## src/rtl/mem_port_arbiter_pkg.sv

```systemverilog
`default_nettype none
// ============================================================================
// Module      : mem_port_arbiter_pkg
// Description : Shared encodings for the I/D memory port arbiter: FSM states
//               and transaction owner.
// Revision    : 1.0 - initial release
// ============================================================================
package mem_port_arbiter_pkg;

  typedef enum logic [0:0] {
    ST_IDLE = 1'b0,
    ST_BUSY = 1'b1
  } state_t;

  typedef enum logic [0:0] {
    OWN_I = 1'b0,
    OWN_D = 1'b1
  } owner_t;

endpackage : mem_port_arbiter_pkg
`default_nettype wire

```

## src/rtl/mem_port_arbiter_rr_arbiter2.sv

```systemverilog
`default_nettype none
// ============================================================================
// Module      : rr_arbiter2
// Description : Two-way round-robin pick between fetch and data requests.
//               On a tie the requester that did not win last time is chosen.
// Revision    : 1.0 - initial release
// ============================================================================
module rr_arbiter2
  import mem_port_arbiter_pkg::*;
(
  input  logic   i_req_i,
  input  logic   i_req_d,
  input  owner_t i_last,
  output logic   o_valid,
  output owner_t o_owner
);

  // Pick a winner; o_owner is only meaningful while o_valid is high
  always_comb begin
    o_valid = i_req_i | i_req_d;
    o_owner = OWN_D;
    if (i_req_i && i_req_d) begin
      o_owner = (i_last == OWN_I) ? OWN_D : OWN_I;
    end else if (i_req_i) begin
      o_owner = OWN_I;
    end
  end

endmodule : rr_arbiter2
`default_nettype wire

```

## src/rtl/mem_port_arbiter.sv

```systemverilog
`default_nettype none
// ============================================================================
// Module      : mem_port_arbiter
// Description : Shares a single-ported unified memory between the fetch (I)
//               and load/store (D) sides. Round-robin grant, one outstanding
//               memory transaction, fetch flush squashes the I response.
// Revision    : 1.0 - initial release
// ============================================================================
module mem_port_arbiter
  import mem_port_arbiter_pkg::*;
#(
  parameter int WIDTH  = 12,
  parameter int DWIDTH = 32
) (
  input  logic              i_clk,
  input  logic              i_rst_n,
  // fetch side
  input  logic              i_ireq,
  input  logic [WIDTH-1:0]  i_iaddr,
  input  logic              i_iflush,
  output logic              o_igrant,
  output logic              o_ivalid,
  output logic [DWIDTH-1:0] o_idata,
  // load/store side
  input  logic              i_dreq,
  input  logic [WIDTH-1:0]  i_daddr,
  input  logic              i_dwe,
  input  logic [DWIDTH-1:0] i_dwdata,
  output logic              o_dgrant,
  output logic              o_dvalid,
  output logic [DWIDTH-1:0] o_ddata,
  // memory side
  output logic              o_mreq,
  output logic [WIDTH-1:0]  o_maddr,
  output logic              o_mwe,
  output logic [DWIDTH-1:0] o_mwdata,
  input  logic              i_mack,
  input  logic [DWIDTH-1:0] i_mrdata
);

  state_t              r_state;
  state_t              w_state_nxt;
  owner_t              r_owner;
  owner_t              r_last;
  logic                r_mreq;
  logic [WIDTH-1:0]    r_maddr;
  logic                r_mwe;
  logic [DWIDTH-1:0]   r_mwdata;
  logic                r_kill;
  logic                r_ivalid;
  logic [DWIDTH-1:0]   r_idata;
  logic                r_dvalid;
  logic [DWIDTH-1:0]   r_ddata;

  logic                w_ireq_eff;
  logic                w_pick_valid;
  owner_t              w_pick_owner;
  logic                w_grant;
  logic                w_ack;

  // A flush in the same cycle masks the fetch request
  assign w_ireq_eff = i_ireq & ~i_iflush;

  rr_arbiter2 u_rr (
    .i_req_i (w_ireq_eff),
    .i_req_d (i_dreq),
    .i_last  (r_last),
    .o_valid (w_pick_valid),
    .o_owner (w_pick_owner)
  );

  // FSM state register
  always_ff @(posedge i_clk or negedge i_rst_n) begin
    if (!i_rst_n) begin
      r_state <= ST_IDLE;
    end else begin
      r_state <= w_state_nxt;
    end
  end

  // Next state and combinational grants; an ack in the mreq cycle is ignored
  always_comb begin
    w_state_nxt = r_state;
    w_grant     = 1'b0;
    w_ack       = 1'b0;
    o_igrant    = 1'b0;
    o_dgrant    = 1'b0;
    case (r_state)
      ST_IDLE: begin
        if (w_pick_valid) begin
          w_grant     = 1'b1;
          o_igrant    = (w_pick_owner == OWN_I);
          o_dgrant    = (w_pick_owner == OWN_D);
          w_state_nxt = ST_BUSY;
        end
      end
      ST_BUSY: begin
        if (i_mack && !r_mreq) begin
          w_ack       = 1'b1;
          w_state_nxt = ST_IDLE;
        end
      end
      default: w_state_nxt = ST_IDLE;
    endcase
  end

  // Latch the granted request and issue a one-cycle memory request
  always_ff @(posedge i_clk or negedge i_rst_n) begin
    if (!i_rst_n) begin
      r_owner  <= OWN_I;
      r_last   <= OWN_D;
      r_mreq   <= 1'b0;
      r_maddr  <= '0;
      r_mwe    <= 1'b0;
      r_mwdata <= '0;
    end else begin
      r_mreq <= w_grant;
      if (w_grant) begin
        r_owner <= w_pick_owner;
        r_last  <= w_pick_owner;
        if (w_pick_owner == OWN_I) begin
          r_maddr  <= i_iaddr;
          r_mwe    <= 1'b0;
          r_mwdata <= '0;
        end else begin
          r_maddr  <= i_daddr;
          r_mwe    <= i_dwe;
          r_mwdata <= i_dwe ? i_dwdata : '0;
        end
      end
    end
  end

  // Sticky squash of an in-flight fetch, cleared when the transaction ends
  always_ff @(posedge i_clk or negedge i_rst_n) begin
    if (!i_rst_n) begin
      r_kill <= 1'b0;
    end else if (w_ack) begin
      r_kill <= 1'b0;
    end else if (r_state == ST_BUSY && r_owner == OWN_I && i_iflush) begin
      r_kill <= 1'b1;
    end
  end

  // Registered response to the owner; data outputs hold their last value
  always_ff @(posedge i_clk or negedge i_rst_n) begin
    if (!i_rst_n) begin
      r_ivalid <= 1'b0;
      r_idata  <= '0;
      r_dvalid <= 1'b0;
      r_ddata  <= '0;
    end else begin
      r_ivalid <= 1'b0;
      r_dvalid <= 1'b0;
      if (w_ack && r_owner == OWN_I && !(r_kill || i_iflush)) begin
        r_ivalid <= 1'b1;
        r_idata  <= i_mrdata;
      end
      if (w_ack && r_owner == OWN_D) begin
        r_dvalid <= 1'b1;
        r_ddata  <= r_mwe ? '0 : i_mrdata;
      end
    end
  end

  assign o_mreq   = r_mreq;
  assign o_maddr  = r_maddr;
  assign o_mwe    = r_mwe;
  assign o_mwdata = r_mwdata;
  assign o_ivalid = r_ivalid;
  assign o_idata  = r_idata;
  assign o_dvalid = r_dvalid;
  assign o_ddata  = r_ddata;

endmodule : mem_port_arbiter
`default_nettype wire

```

## config.mk

```make
export PLATFORM = sky130hd
export DESIGN_NAME = mem_port_arbiter
export DESIGN_NICKNAME = d
export VERILOG_FILES = /design/src/rtl/mem_port_arbiter_pkg.sv /design/src/rtl/mem_port_arbiter_rr_arbiter2.sv /design/src/rtl/mem_port_arbiter.sv
export SDC_FILE = /design/constraint.sdc
export NUM_CORES = 1
export LEC_CHECK = 0
export ABC_AREA = 1
export ABC_CLOCK_PERIOD_IN_PS = 1600
export CORE_AREA = 3 3 111 113
export CTS_BUF_LIST = sky130_fd_sc_hd__clkbuf_4 sky130_fd_sc_hd__clkbuf_8 sky130_fd_sc_hd__clkbuf_16
export DETAILED_ROUTE_END_ITERATION = 10
export DIE_AREA = 0 0 114 116
export GPL_TIMING_DRIVEN = 0
export PLACE_DENSITY_LB_ADDON = 0.3
export SYNTH_ARGS = -nofsm -noshare
export SYNTH_HDL_FRONTEND = slang
export SYNTH_HIERARCHICAL = 1
export SYNTH_SLANG_ARGS = --single-unit
```

## constraint.sdc

```tcl
create_clock -name i_clk -period 1.6 [get_ports i_clk]
set_input_delay 0.16 -clock i_clk [delete_from_list [all_inputs] [get_ports i_clk]]
set_output_delay 0.16 -clock i_clk [all_outputs]
set_load 0.05 [all_outputs]
```

### Word level (Yosys, flattened, before mapping)

Index checks and enable logic that the tools add are counted.

* muxes and demuxes: 22
* bitwise logic cells: 6
* reductions and logical operators: 11

Operators by type and width (number)
* 32-bit two-way mux: 3
* 1-bit two-way mux: 17
* 12-bit two-way mux: 1
* 1-bit logical AND: 7
* 1-bit NOT: 4
* 1-bit zero test: 2
* 1-bit case mux with 2 select lines: 1
* 2-bit nonzero test: 1
* 1-bit bitwise AND: 1
* 1-bit logical OR: 1
* 1-bit OR: 1

* bits in registers: 116
* output and inout port bits: 114
* logic and storage cells: 51

### Longest topological paths before layout

* word-level depth: 7
* mapped depth: 9
* gate-level depth less buffers: 7

### By module

The synthesis kept the hierarchy.

By module, submodules not included
* mem_port_arbiter: instances 1, cells each 580, area each 4879.7 um^2
* rr_arbiter2: instances 1, cells each 4, area each 17.5 um^2

### Worst setup path after synthesis

No wires, ideal clock.

* kind: reg-to-reg
* start point: register r_mwe, in the netlist o_mwe
* end point: register r_ddata[10], in the netlist o_ddata[10]
* arrival time: 1299 ps
* data required time: 1481 ps
* path slack: 182 ps
* stages on the path, launching flop included: 6
* clock period less this slack: 1418 ps
* cell sequence: dfrtp_1 > clkbuf_1 > clkbuf_1 > nor2_1 > nand2_1 > nand2_1

* cells in the longest elaborated chain, start to end: 1

Ends and longest elaborated chain
* from (decl): line mem_port_arbiter.sv:47 `logic r_mwe;`
* from (signal assigned): line mem_port_arbiter.sv:127 `r_mwe <= i_dwe;`
* 32-bit two-way mux: line mem_port_arbiter.sv:161 `r_ddata <= r_mwe ? '0 : i_mrdata;`
* to (signal assigned): line mem_port_arbiter.sv:161
* to (decl): line mem_port_arbiter.sv:53 `logic [DWIDTH-1:0] r_ddata;`

Every way passes these cells.
A chain may end at the register's enable or synchronous reset.

### Worst setup path in the final report

* start point: register r_last
* end point: output o_igrant

* cells in the longest elaborated chain, start to end: 5

Ends and longest elaborated chain
* from (decl): line mem_port_arbiter.sv:44 `owner_t r_last;`
* from (signal assigned): line mem_port_arbiter.sv:120 `r_last <= w_pick_owner;`
* 1-bit two-way mux: line mem_port_arbiter_rr_arbiter2.sv:23 `o_owner = (i_last == OWN_I) ? OWN_D : OWN_I;`
* 1-bit two-way mux: line mem_port_arbiter_rr_arbiter2.sv:22 `if (i_req_i && i_req_d) begin`
* named net w_pick_owner: line mem_port_arbiter.sv:57 `owner_t w_pick_owner;`
* 1-bit NOT
* 1-bit two-way mux: line mem_port_arbiter.sv:90 `if (w_pick_valid) begin`
* 1-bit two-way mux: line mem_port_arbiter.sv:88 `case (r_state)`
* to (decl): line mem_port_arbiter.sv:21 `output logic o_igrant,`

The timed path passes the listed nets, and every way through them passes these cells.

==> results.yml <==
yosys:
  syn_nets: 679
  syn_area_sq_um: 4900
  yosysTopAreaCell: "dfrtp_1"
  yosysMostFrequentCell: "nand2_1"
  synthArstFlopShare_pct: 100
  synth_enable_flop_cells: 0
  syn_inst: 584
  synth_top_flop_cell: "dfrtp_1"
  syn_avg_cell_area_sq_um: 8.39
  ys_top_cells_by_area: "dfrtp_1 59%, nand2_1 23%, nand3_1 4.7%, inv_1 3.1%, nor2_1 2.8%"
  synthTopCellsByCount: "299 x nand2_1, 115 x dfrtp_1, 46 x nand3_1, 40 x inv_1, 36 x nor2_1"
  yosysSeqAreaShare_pct: 59.3
  yosysWarnings: 6
  yosys.area.top_type_share_pct: 58.8
  ys_types: 20
  ys_ff_latch: 116
finish:
  antenna_cells: 0
  fill_cells: 930
  final_util_pct: 68.5
  drive_gt1_share_pct: 10.6
  regArea_sq_um: 2910
  stdcell_area_sq_um: 7820
  multi_input_area_sq_um: 1650
  nNetsFinal: 914
  area_growth_pct: 59.6
setup_path:
  r2r_start: "r_last"
  r2r_setup_slack_ns: 0.11
  path_class: "flip-flop to primary output"
  worstSetupStartpointType: "flip-flop"
  crit_fanout: 5
  critPathCaptureType: "primary output"
  slowest_stage: "dfstp_2"
  r2r.worst_path.cells: 9
  rr_endpoint: "o_mwdata[5]"
  worst_ep_arrival_time_ns: 1.50
  cp_cell_sequence: "inv_2 -> nand2_2 -> nand2_4 -> nor2_4 -> buf_6 -> buf_8"
  cp-startpoint: "r_last"
  worstPathRequired_ns: 1.44
  crit_path_max_incr_delay_ns: 0.53
timing:
  relSlewSlack_pct: 63.5
  fin_crit_sh_pct: 104
  final_max_slew_viol_count: 0
  whs_ns: 0.0869
  rsz0062_at_grt: "yes"
  fin_ws_ns: -0.0575
  hold_viol: 0
  max_clock_freq_ghz: 0.603
  min_period_ns: 1.66
  fin_tns_setup_ns: -0.109
  worstMarginPinSlew_ns: 0.550
  setup_viol: 2
  fin_skew_ns: 0.00834
clock_network:
  cts_max_path_buffers: 2
  clockRootBuffer: "clkbuf_16"
  clock_sinks: 116
  cts_made_buffers: 17
  cts_tree: "yes"
  h-tree-depth: 4
  insertion_delay_ns: 0.40
  path_clk_slew_ns: 0.05
route:
  drt-initial-drc-count: 243
  wl_mm: 14.1
  via_per_inst: 4.67
  vias: 4549
  dr.pass1.iters: 4
  drc: 0
  wl_per_cell_microns: 14.5
  ant_nets: 0
place:
  post_dp_cell_area_sq_um: 7180
  gp_congestion: 0.793
  port_buffers: 207
  post-dp-hpwl_mm: 10.4
pwr:
  powerDensity_nw_per_um2: 2260
  leakage_nw: 4.39
  ir_worst_vdd_uv: 1240
  p_total_mw: 17.7
worst_hold_path:
  min_to: "o_mwdata[15]"
  hold_class: "input port to flip-flop"
  hp-start: "i_dwe"
  min_path_cells: 3
global_route:
  grt_max_degree: 62
  antenna_found_initial: 0
  grt.busiest_layer: "met2"
  grt_pass1_vias: 4717
  grtUsageMet2_pct: 38.2
  grt_pass1_wl_mm: 23.1
  grt_overflow: 0
  grtUsageTotal_pct: 22.1
  use_met3_pct: 7.57
  use_met1_pct: 25.6
floorplanning:
  core-area_sq_um: 11400
  io_pins: 209
  rows: 39
  die_x_microns: 114
  initial_core_util_pct: 42.9
  die_y_microns: 116
  dieArea_sq_um: 13200
outcome:
  status: "complete, but fails checks"
  violations: "negative setup slack"
run:
  maxCapViolCount: 0
final cells by class:
class / instances / share of cell area, %
plain buffers: 30 / 3.04
clock buffers: 22 / 6.08
clock inverters: 9 / 2.26
inverters: 41 / 1.97
multi-input cells: 396 / 21.1
flip-flops and latches: 116 / 37.2
well taps: 143 / 2.29
repair buffers: 217 / 26.1
flip-flops by register name (all words and copies together) (netlist names):
name      count
o_ddata      32
o_idata      32
o_mwdata     32
o_maddr      12
o_dvalid      1
o_ivalid      1
o_mreq        1
o_mwe         1
r_kill        1
r_last        1
r_owner       1
r_state       1
timing repair:
| item | in CTS | in global routing |
|---|---|---|
| hold buffers | 1 | 0 |
| endpoints found under the setup margin | 114 | 18 |
| setup buffers | 3 | 5 |
| pin swaps | 1 | 3 |
| endpoints found under the hold margin | 54 | 0 |
| gates resized for setup | 143 | 3 |
placed cells by master, fill, tap and decap left out, types with 2 or more instances in the layout:
cell,n
buf_1,2
buf_2,3
buf_4,14
buf_6,11
buf_8,4
bufinv_16,5
clkbuf_1,6
clkbuf_16,17
clkbuf_4,3
clkbuf_8,2
clkdlybuf4s50_1,92
clkinv_2,2
dfrtp_1,114
dlygate4sd2_1,112
inv_1,39
inv_2,2
nand2_1,296
nand2_2,9
nand2_4,2
nand3_1,46
nor2_1,33
nor2_4,6
layer usage:
| layer | vias to the layer above | wire, microns |
|---|---|---|
| li1 | 2229 | - |
| met1 | 2143 | 5490 |
| met2 | 160 | 7300 |
| met3 | 17 | 1080 |
| met4 | 0 | 216 |
| met5 | - | 0 |
metrics by stage:
stage | instances | setup slack, ns
2_1_floorplan | 584 | 0.182
6_report | 974 | -0.0575
4_1_cts | 970 | -0.170
5_1_grt | 974 | -0.123
3_5_place_dp | 935 | -0.899
3_3_place_gp | 934 | -4.04
critical path, delay by kind of cell, from the launching register on:
family        cells  cell delay (ns)
buf+inv           3             0.31
flops             1             0.53
simple gates      3             0.25
power breakdown:
part / internal [mW] / switching, mW / leakage, nW
Combinational: 2.26 / 6.39 / 2.58
Sequential: 4.18 / 0.689 / 1.49
Clock: 2.88 / 1.26 / 0.320
Total: 9.33 / 8.34 / 4.39
how the worst max path moves through the flow:
stage	endpoint	slack, ns	cells after the start
floorplan	o_ddata[10]	0.18	5
global placement	o_idata[30]	-4.04	1
detailed placement	o_igrant	-0.90	7
CTS	o_dgrant	-0.17	8
global route	o_igrant	-0.12	6
finish	o_igrant	-0.06	6
cells by family (layout without fill, tap and decap cells):
logic type	count (synthesis)	count (layout)	share of synthesized area, %
simple gates	394	394	32.6
compound gates	2	2	0.204
flops	116	116	59.3
buf+inv	72	319	7.92
(Power assumes the default switching activity.)
